`src/rtl/mc_scoreboard_if.sv`:
```
// Bus between the decode stage and the multi-cycle writer scoreboard.
// The decode side drives requests, sources and writeback returns; the
// scoreboard side answers with stall/ack and its registered state.
interface mc_scoreboard_if #(
   parameter int unsigned NREG  = 32,
   parameter int unsigned CNT_W = 3
);
   logic              issue_req;
   logic [4:0]        issue_rd;
   logic [4:0]        rs1D;
   logic [4:0]        rs2D;
   logic [4:0]        rdD;
   logic              rdD_we;
   logic              wb_valid;
   logic [4:0]        wb_rd;
   logic              flush;
   logic              stall;
   logic              issue_ack;
   logic [NREG-1:0]   pending;
   logic [CNT_W-1:0]  out_cnt;
   logic              wb_err;

   modport master (
      output issue_req, issue_rd, rs1D, rs2D, rdD, rdD_we, wb_valid, wb_rd, flush,
      input  stall, issue_ack, pending, out_cnt, wb_err
   );

   modport slave (
      input  issue_req, issue_rd, rs1D, rs2D, rdD, rdD_we, wb_valid, wb_rd, flush,
      output stall, issue_ack, pending, out_cnt, wb_err
   );
endinterface

```
`src/rtl/mc_scoreboard.sv`:
```
// Producer-side register scoreboard: tracks destinations of in-flight
// multi-cycle writers (divider, load miss) and stalls decode on RAW/WAW
// hazards against them. A same-cycle writeback releases consumers.
module mc_scoreboard #(
   parameter int unsigned NREG    = 32,
   parameter int unsigned MAX_OUT = 4,
   parameter int unsigned CNT_W   = 3
) (
   input  logic           clk,
   input  logic           resetn,
   mc_scoreboard_if.slave sb
);

   logic [NREG-1:0]  pending_q, pending_d;
   logic [CNT_W-1:0] cnt_q, cnt_d;
   logic             err_q, err_d;

   logic [NREG-1:0]  wb_sel;
   logic [NREG-1:0]  effp;
   logic             wb_hit;
   logic             raw;
   logic             waw;
   logic             full;
   logic             stall_c;
   logic             ack_c;
   logic             set_ok;

   // Hazard detection against effective pending (writeback releases same cycle)
   always_comb begin
      wb_sel = '0;
      if (sb.wb_valid) wb_sel[sb.wb_rd] = 1'b1;
      effp    = pending_q & ~wb_sel;
      wb_hit  = sb.wb_valid & pending_q[sb.wb_rd];
      raw     = ((sb.rs1D != 5'd0) & effp[sb.rs1D]) |
                ((sb.rs2D != 5'd0) & effp[sb.rs2D]);
      waw     = sb.rdD_we & (sb.rdD != 5'd0) & effp[sb.rdD];
      full    = (cnt_q == CNT_W'(MAX_OUT)) & ~wb_hit;
      stall_c = ~sb.flush & (raw | waw | (sb.issue_req & full));
      ack_c   = sb.issue_req & ~stall_c & ~sb.flush;
      set_ok  = ack_c & (sb.issue_rd != 5'd0);
   end

   // Next-state: flush wins, otherwise clear-then-set plus sticky error
   always_comb begin
      pending_d = pending_q;
      cnt_d     = cnt_q;
      err_d     = err_q;
      if (sb.flush) begin
         pending_d = '0;
         cnt_d     = '0;
      end else begin
         if (wb_hit) pending_d[sb.wb_rd] = 1'b0;
         if (set_ok) pending_d[sb.issue_rd] = 1'b1;
         // Count only bits that actually become set, so an issue to a register
         // that stays pending (or is cleared and re-set) keeps count == popcount.
         cnt_d = cnt_q - CNT_W'(wb_hit) + CNT_W'(set_ok & ~effp[sb.issue_rd]);
         if (sb.wb_valid & ~wb_hit) err_d = 1'b1;
      end
   end

   // State registers, asynchronously cleared
   always_ff @(posedge clk or negedge resetn) begin
      if (!resetn) begin
         pending_q <= '0;
         cnt_q     <= '0;
         err_q     <= 1'b0;
      end else begin
         pending_q <= pending_d;
         cnt_q     <= cnt_d;
         err_q     <= err_d;
      end
   end

   assign sb.stall     = stall_c;
   assign sb.issue_ack = ack_c;
   assign sb.pending   = pending_q;
   assign sb.out_cnt   = cnt_q;
   assign sb.wb_err    = err_q;

endmodule

```
`src/flat_wrapper.sv`:
```
// flat-port wrapper written by rule: the top's interface ports become plain ports
module mc_scoreboard_flat 
#(
   parameter int unsigned NREG    = 32,
   parameter int unsigned MAX_OUT = 4,
   parameter int unsigned CNT_W   = 3
)
  (clk, resetn, sb_issue_req, sb_issue_rd, sb_rs1D, sb_rs2D, sb_rdD, sb_rdD_we, sb_wb_valid, sb_wb_rd, sb_flush, sb_stall, sb_issue_ack, sb_pending, sb_out_cnt, sb_wb_err);
  mc_scoreboard_if #(.NREG(NREG), .CNT_W(CNT_W)) sb_i ();
  input  logic clk;
  input  logic resetn;
  input wire logic [$bits(sb_i.issue_req)-1:0] sb_issue_req;
  input wire logic [$bits(sb_i.issue_rd)-1:0] sb_issue_rd;
  input wire logic [$bits(sb_i.rs1D)-1:0] sb_rs1D;
  input wire logic [$bits(sb_i.rs2D)-1:0] sb_rs2D;
  input wire logic [$bits(sb_i.rdD)-1:0] sb_rdD;
  input wire logic [$bits(sb_i.rdD_we)-1:0] sb_rdD_we;
  input wire logic [$bits(sb_i.wb_valid)-1:0] sb_wb_valid;
  input wire logic [$bits(sb_i.wb_rd)-1:0] sb_wb_rd;
  input wire logic [$bits(sb_i.flush)-1:0] sb_flush;
  output wire logic [$bits(sb_i.stall)-1:0] sb_stall;
  output wire logic [$bits(sb_i.issue_ack)-1:0] sb_issue_ack;
  output wire logic [$bits(sb_i.pending)-1:0] sb_pending;
  output wire logic [$bits(sb_i.out_cnt)-1:0] sb_out_cnt;
  output wire logic [$bits(sb_i.wb_err)-1:0] sb_wb_err;
  assign sb_i.issue_req = sb_issue_req;
  assign sb_i.issue_rd = sb_issue_rd;
  assign sb_i.rs1D = sb_rs1D;
  assign sb_i.rs2D = sb_rs2D;
  assign sb_i.rdD = sb_rdD;
  assign sb_i.rdD_we = sb_rdD_we;
  assign sb_i.wb_valid = sb_wb_valid;
  assign sb_i.wb_rd = sb_wb_rd;
  assign sb_i.flush = sb_flush;
  assign sb_stall = sb_i.stall;
  assign sb_issue_ack = sb_i.issue_ack;
  assign sb_pending = sb_i.pending;
  assign sb_out_cnt = sb_i.out_cnt;
  assign sb_wb_err = sb_i.wb_err;
  mc_scoreboard #(.NREG(NREG), .MAX_OUT(MAX_OUT), .CNT_W(CNT_W)) u_core (.clk(clk), .resetn(resetn), .sb(sb_i));
endmodule
```
`config.mk`:
```
export PLATFORM = sky130hd
export DESIGN_NAME = mc_scoreboard_flat
export DESIGN_NICKNAME = d
export VERILOG_FILES = /design/src/rtl/mc_scoreboard_if.sv /design/src/rtl/mc_scoreboard.sv /design/src/flat_wrapper.sv
export SDC_FILE = /design/constraint.sdc
export NUM_CORES = 1
export LEC_CHECK = 0
export CAP_MARGIN = 20
export CORE_UTILIZATION = 40
export DETAILED_ROUTE_END_ITERATION = 7
export PLACE_DENSITY = 0.59
export SETUP_SLACK_MARGIN = 0.05
export SLEW_MARGIN = 20
export SYNTH_ARGS = -nofsm -noshare
export SYNTH_HDL_FRONTEND = slang
export SYNTH_SLANG_ARGS = --single-unit
```
`constraint.sdc`:
```
create_clock -name clk -period 5.7 [get_ports clk]
set_input_delay 1.425 -clock clk [delete_from_list [all_inputs] [get_ports clk]]
set_output_delay 1.425 -clock clk [all_outputs]
set_load 0.05 [all_outputs]
```
==> results of run 1 <==
==> power groups by stage <==
| stage | logic [W] | clock network [W] | registers [W] |
|---|---|---|---|
| final | 0.000219 | 0.000173 | 0.000262 |
| after global routing | 0.000233 | 0.000187 | 0.000262 |
| after CTS | 0.000213 | 0.000175 | 0.000262 |
| after detailed placement | 0.000212 | 0 | 0.000267 |
| after global placement | 0.000212 | 0 | 0.000267 |
| after floorplan | 0.000106 | 0 | 0.000274 |
==> per-stage QoR <==
| stage | setup slack [ns] | hold WS [ns] | cell area (um2) |
|---|---|---|---|
| 3_3_place_gp | 0.05283 | 0.4600 | 5062 |
| 2_1_floorplan | 0.5221 | 0.8095 | 3855 |
| 5_1_grt | 0.02366 | 0.5287 | 5209 |
| 6_report | 0.1194 | 0.4869 | 5209 |
| 4_1_cts | 0.06630 | 0.4890 | 5150 |
| 3_5_place_dp | 0.05003 | 0.4727 | 5062 |
==> per-layer routing <==
metal	track usage	up-vias	wire, um
met5	0	-	0
met4	0.1304	0	467
met3	0.05362	36	1434
met2	0.5100	272	7343
met1	0.4468	2142	6578
li1	-	1933	-
==> cell usage after synthesis, types with 4 or more instances <==
master / instances
and2_1: 4
nand3b_1: 6
and3_1: 4
clkbuf_1: 26
buf_2: 12
a211oi_1: 5
o22ai_1: 26
o2111ai_1: 12
nand3_1: 15
o31ai_1: 4
o21ai_1: 14
dfrtp_1: 36
o211ai_1: 29
o21ai_0: 19
nor2_1: 17
and4b_1: 4
nand2b_1: 7
nand2_1: 15
mux2i_1: 24
nor3b_1: 5
and3b_1: 4
nor3_1: 8
a31oi_1: 6
inv_1: 16
a22oi_1: 6
mux4_2: 17
nor2b_1: 6
mux2_2: 9
a21oi_1: 8
a311oi_1: 7
==> sequential cells by signal, indices dropped and copies added, names as in the netlist <==
name / count
u_core.sb.wb_err: 1
u_core.sb.pending: 32
u_core.sb.out_cnt: 3
==> area by class of cell <==
class                   count  area (um2)
inverters                  18       67.56
fillers                   901        4075
well taps                 129       161.4
flip-flops and latches     36       900.9
repair buffers            134        1250
clock buffers               6       72.57
clock inverters             1       5.005
multi-input cells         336        2751
==> timing repair <==
item                                    4_1_cts  5_1_grt
resized for setup                             2       13
pin swaps                                     1        3
endpoints found under the setup margin        1        2
buffers inserted                              0        2
==> placed cells by master, fill, tap and decap left out, drive strengths merged, types with 8 or more instances in the layout <==
| master | n |
|---|---|
| nand2 | 15 |
| nand3 | 15 |
| buf | 69 |
| o21ai | 33 |
| mux4 | 17 |
| inv | 18 |
| o211ai | 29 |
| a21oi | 8 |
| nor2 | 17 |
| mux2 | 10 |
| clkdlybuf4s50 | 63 |
| o2111ai | 12 |
| o22ai | 26 |
| mux2i | 24 |
| dfrtp | 36 |
| nor3 | 8 |
==> worst paths after layout <==
kind	start	to	depth (start not counted)
worst max register to register	u_core.sb.pending[21]$_DFF_PN0_	u_core.sb.out_cnt[2]$_DFF_PN0_	14
max in group asynchronous	resetn	u_core.sb.pending[24]$_DFF_PN0_	1
worst min-delay path	u_core.sb.wb_err$_DFFE_PN0P_	u_core.sb.wb_err$_DFFE_PN0P_	1
min in group asynchronous	resetn	u_core.sb.out_cnt[2]$_DFF_PN0_	1
worst min register to register	u_core.sb.wb_err$_DFFE_PN0P_	u_core.sb.wb_err$_DFFE_PN0P_	1
worst max-delay path	sb_wb_rd[4]	sb_issue_ack	11
==> worst max-delay path, stage by stage <==
cell	delay [ns]
clkdlybuf4s50_1	0.55
buf_4	0.19
buf_4	0.15
nand2_1	0.05
nor3_1	0.38
a311oi_1	0.20
o41ai_1	0.30
o221ai_1	0.25
nor4_4	0.29
and2_4	0.23
buf_12	0.13
==> cell families after synthesis <==
kind of cell,synth area share
compound gates,0.2856
simple gates,0.1918
buf+inv,0.06427
mux,0.1908
flops,0.2337
xor+xnor,0.02207
fa+ha+maj,0.01168
==> results.yml, run 1 <==
grt:
  first_global_vias: 4300
  grt_max_degree: 37
  grt_antenna_before_repair: 0
  globalRouteTotalUtil: 0.3249
  global_route.overflow_total: 0
  grt_first_pass_wirelength_um: 24630
finish:
  diode_insertion_count_for_antenna_repair: 0
  post-route-util: 0.5611
  final_cell_count_no_fill: 660
  fin_nets: 565
  fraction_of_final_layout_cells_sized_beyond_drive_strength_1: 0.2260
  area_delta_synth_final_pct: 35.12
timing:
  timing_max_transition_violations_final: 0
  accumulated_negative_setup_slack_ns: 0
  fmax_mhz: 179.2
  timing.max_slew.rel_slack: 0.4626
  max_slew.worst_pin.slew_ns: 0.8061
  tcrit_tclk_final: 0.9791
  finClkSkew_ns: 0.003485
  timing.final.crit_period_ns: 5.581
  unrepaired_setup_endpoints_after_global_routing: "true"
  final_hold_viol_count: 0
  setup_viol: 0
synthesis:
  post_synth_num_cell_types: 68
  synth_flop_cell: "dfrtp_1"
  ys_ff_latch: 36
  syn-num-nets: 466
  synth_area_per_cell_um2: 8.923
  ys_seq_area_frac: 0.2337
  synth_warnings: 0
  synth_cells: 432
  synth.cell_area_um2: 3855
  synthTopCellsByArea: "dfrtp_1 (23%), mux4_2 (9.9%), mux2i_1 (6.2%), o211ai_1 (5.6%), o22ai_1 (4.2%)"
  synth_top_cell_by_area: "dfrtp_1"
  synthDominantCellAreaShare: 0.2337
  postSynth.asyncResetShare: 1.000
  synth_edf_count: 0
pwr:
  power.static_leakage_nw: 1.979
  design_power_total_w: 0.0006535
  clock_power_share: 0.264
  p_int_w: 0.0004331
  power.sequential.fraction: 0.401
  combinationalPowerShare: 0.335
  cellPowerDensity_nw_per_um2: 125.5
  net_load_switching_power_w: 0.0002204
  irDropWorstVdd_mv: 0.1191
  fraction_of_power_spent_switching_nets: 0.3373
cts:
  cts_num_sinks: 36
  clkLatencyLatePin_ns: 0.29
  number_of_buffers_created_by_cts: 5
  root_buffer: "clkbuf_8"
  tritoncts: "done"
  clock_path_buffers: 2
  cts.htree.levels: 2
  ctsHoldBuffers: 0
  worst_setup_hold_path_clk_slew_ns: 0.07
die:
  core_um2: 9284
  die_width_um: 100.2
  initial_utilization: 0.4152
  die-area_um2: 10030
  die_h_um: 100.2
  std_cell_rows: 35
  top_level_ports: 69
detailed_routing:
  drc: 0
  total_via_count_in_the_routed_design: 4383
  wl_per_cell_um: 23.97
  drt_first_pass_iters: 5
  avgViaCountPerCell: 6.641
  routed_wirelength_um: 15820
  drtIter0Drc: 389
  antenna_violating_nets_left: 0
worst_setup_path:
  type_of_element_launching_the_critical_path: "input pin"
  timing.setup.critical_path_class: "in -> out"
  cp-end-kind: "primary output"
  timing.critical_path.fanout_max: 8
  reg2reg_slack_ns: 2.10
  worst-endpoint-arrival_ns: 4.16
  crit_required_ns: 4.28
placement:
  routabilityCongestion: 0.9901
  place_inst: 651
  detailedPlacementHpwl_um: 12010
  port_buffers: 68
flow_run:
  cap_violations: 0
status:
  run_status: "finished, final reports clean"
hold_path:
  holdCritPathClass: "reg -> reg"
No activity file was read; power rests on OpenSTA's default activity.
==> run 2: changes to the inputs <==
--- a/config.mk
+++ b/config.mk
@@ -5,8 +5,8 @@
 export SDC_FILE = /design/constraint.sdc
 export NUM_CORES = 1
 export LEC_CHECK = 0
-export CAP_MARGIN = 20
 export CORE_UTILIZATION = 40
+export CTS_CLUSTER_DIAMETER = 150
 export DETAILED_ROUTE_END_ITERATION = 7
 export PLACE_DENSITY = 0.59
 export SETUP_SLACK_MARGIN = 0.05
==> results of run 2 <==
No change in the layout: final DEF, timing and power equal those of run 1.
==> run 3: changes to the inputs <==
--- a/config.mk
+++ b/config.mk
@@ -8,7 +8,7 @@
 export CORE_UTILIZATION = 40
 export CTS_CLUSTER_DIAMETER = 150
 export DETAILED_ROUTE_END_ITERATION = 7
-export PLACE_DENSITY = 0.59
+export PLACE_DENSITY = 0.62
 export SETUP_SLACK_MARGIN = 0.05
 export SLEW_MARGIN = 20
 export SYNTH_ARGS = -nofsm -noshare
==> constraint.sdc (replaced) <==
create_clock -name clk -period 4.6 [get_ports clk]
set_input_delay 1.15 -clock clk [delete_from_list [all_inputs] [get_ports clk]]
set_output_delay 1.15 -clock clk [all_outputs]
set_load 0.05 [all_outputs]
==> run 3 against run 2 <==
  * Setup slack lost 0.086 ns
  * First-iteration DRC count is 13% lower
  * Cell count is 8.2% higher
  * Largest cell class unchanged
  * Largest power group unchanged
==> results.yml, run 3 (same netlist as run 1, synthesis figures left out) <==
detailed_routing:
  drt_first_pass_iters: 5
  wl_per_cell_um: 23.99
  avgViaCountPerCell: 6.514
  drc: 0
  routed_wirelength_um: 17130
  total_via_count_in_the_routed_design: 4651
  antenna_violating_nets_left: 0
  drtIter0Drc: 340
finish:
  fin_nets: 618
  fraction_of_final_layout_cells_sized_beyond_drive_strength_1: 0.3282
  area_delta_synth_final_pct: 50.11
  fillCellCount: 810
  layout_common_cells: "buf_4 (104), clkdlybuf4s50_1 (52), dfrtp_1 (36)"
  final_cell_count_no_fill: 714
  final_common_cell: "buf_4"
  diode_insertion_count_for_antenna_repair: 0
  largest_reg_flops: 32
pwr:
  net_load_switching_power_w: 0.0002890
  power.static_leakage_nw: 2.282
  cellPowerDensity_nw_per_um2: 151.1
  fraction_of_power_spent_switching_nets: 0.3305
  p_int_w: 0.0005854
  irDropWorstVdd_mv: 0.2261
  power.sequential.fraction: 0.372
  combinationalPowerShare: 0.362
  clock_power_share: 0.266
timing:
  timing_max_transition_violations_final: 0
  max_slew.worst_pin.slew_ns: 0.8008
  whs_ns: 0.4859
  setup_viol: 0
  tcrit_tclk_final: 0.9927
  timing.max_slew.rel_slack: 0.4661
  finClkSkew_ns: 0.005400
  unrepaired_setup_endpoints_after_global_routing: "true"
  fmax_mhz: 219.0
  final_hold_viol_count: 0
  accumulated_negative_setup_slack_ns: 0
  timing.final.crit_period_ns: 4.566
grt:
  global_route.overflow_total: 0
  grt_antenna_before_repair: 0
  first_global_vias: 4605
  grt_first_pass_wirelength_um: 25960
  grt_max_degree: 37
  globalRouteTotalUtil: 0.3439
placement:
  place_inst: 700
  port_buffers: 68
  detailedPlacementHpwl_um: 12770
  routabilityCongestion: 1.005
die:
  initial_utilization: 0.4152
  core_um2: 9284
  die_width_um: 100.2
  std_cell_rows: 35
  die-area_um2: 10030
  top_level_ports: 69
  die_h_um: 100.2
worst_setup_path:
  timing.critical_path.fanout_max: 10
  timing.reg2reg.worst_path_depth: 15
  reg2reg_slack_ns: 0.97
  type_of_element_launching_the_critical_path: "input pin"
  cp_cell_sequence: "buf_2, buf_4, xnor2_4, a31oi_1, mux4_2, nand3b_1, o2111ai_2, nor4_4, and2_4, buf_12"
  worst-endpoint-arrival_ns: 3.42
  critical_path.reg2reg.startpoint: "u_core.sb.pending[21]$_DFF_PN0_"
  timing.setup.critical_path_class: "in -> out"
  cp_slowest_stage_delay_ns: 0.49
  cp-end-kind: "primary output"
  crit_required_ns: 3.45
  crit-reg2reg-capture: "u_core.sb.out_cnt[2]$_DFF_PN0_"
  critical-path-slowest-cell: "mux4_2"
cts:
  cts.htree.levels: 2
  number_of_buffers_created_by_cts: 5
  tritoncts: "done"
  clkLatencyLatePin_ns: 0.29
  ctsHoldBuffers: 0
  worst_setup_hold_path_clk_slew_ns: 0.07
  root_buffer: "clkbuf_8"
  cts_num_sinks: 36
  clock_path_buffers: 2
hold_path:
  holdCritPathClass: "reg -> reg"
  worstHoldPathCells: 1
  min_from: "u_core.sb.wb_err$_DFFE_PN0P_"
  hold-path-endpoint: "u_core.sb.wb_err$_DFFE_PN0P_"
flow_run:
  cap_violations: 0
status:
  run_status: "finished, final reports clean"
run 3: changes by cell type in the layout (fill, tap and decap cells not counted), sizes merged:
cell	delta
dlymetal6s2s	-2
clkdlybuf4s50	-11
dlygate4sd2	+5
clkinv	-1
clkdlybuf4s15	+1
buf	+60
clkbuf	+2
run 3: worst max-delay path, delay by kind of cell:
| family | cells | cell delay, ns |
|---|---|---|
| AOI/OAI and AO/OA | 2 | 0.26 |
| xor gates and xnor gates | 1 | 0.24 |
| buffers and inverters | 3 | 0.48 |
| muxes | 1 | 0.49 |
| and+or+nand+nor | 3 | 0.77 |
run 3: what timing repair did:
action                                  CTS  global route
pin swaps                                13            10
buffers inserted                          4             2
endpoints found under the setup margin    3             2
resized for setup                        69            16
run 3: cell type report:
type                    instances  area, um2  share of cell area
multi-input cells             336       2864              0.4949
clock buffers                   8      90.09             0.01557
flip-flops and latches         36      900.9              0.1557
inverters                      18      70.07             0.01211
repair buffers                187       1700              0.2938
well taps                     129      161.4             0.02789
run 3: metal layers:
metal	wire, um	vias up	global-route usage
li1	-	2042	-
met1	7136	2274	0.4570
met2	7918	271	0.5543
met3	1392	64	0.04944
met4	683	0	0.1594
met5	0	-	0
run 3: power by group through the flow:
stage	clock, W	sequential, W	combinational (W)
global placement	0	0.000330	0.000292
global route	0.000248	0.000325	0.000333
CTS	0.000238	0.000324	0.000305
floorplan	0	0.000339	0.000132
finish	0.000233	0.000325	0.000317
detailed placement	0	0.000330	0.000293
run 3: how the worst max path moves through the flow:
stage                            from            to  slack (ns)  cells past startpoint
after floorplan            sb_rs2D[0]      sb_stall        0.06                      7
after global placement    sb_wb_valid  sb_issue_ack       -0.48                     12
after detailed placement  sb_wb_rd[0]  sb_issue_ack       -0.46                     11
after CTS                 sb_wb_rd[2]  sb_issue_ack        0.04                     11
after global routing      sb_wb_rd[4]  sb_issue_ack       -0.02                     11
final                     sb_wb_rd[0]  sb_issue_ack        0.03                     10
run 3: through the flow:
step | util | setup slack (ns) | total power (W) | cell area (um2)
CTS | 0.6132 | 0.03597 | 0.0008672 | 5693
global placement | 0.5891 | -0.4755 | 0.0006221 | 5469
finish | 0.6233 | 0.03366 | 0.0008744 | 5787
detailed placement | 0.5891 | -0.4620 | 0.0006233 | 5469
floorplan | - | 0.05811 | 0.0004709 | 3856
global route | 0.6233 | -0.01669 | 0.0009052 | 5787
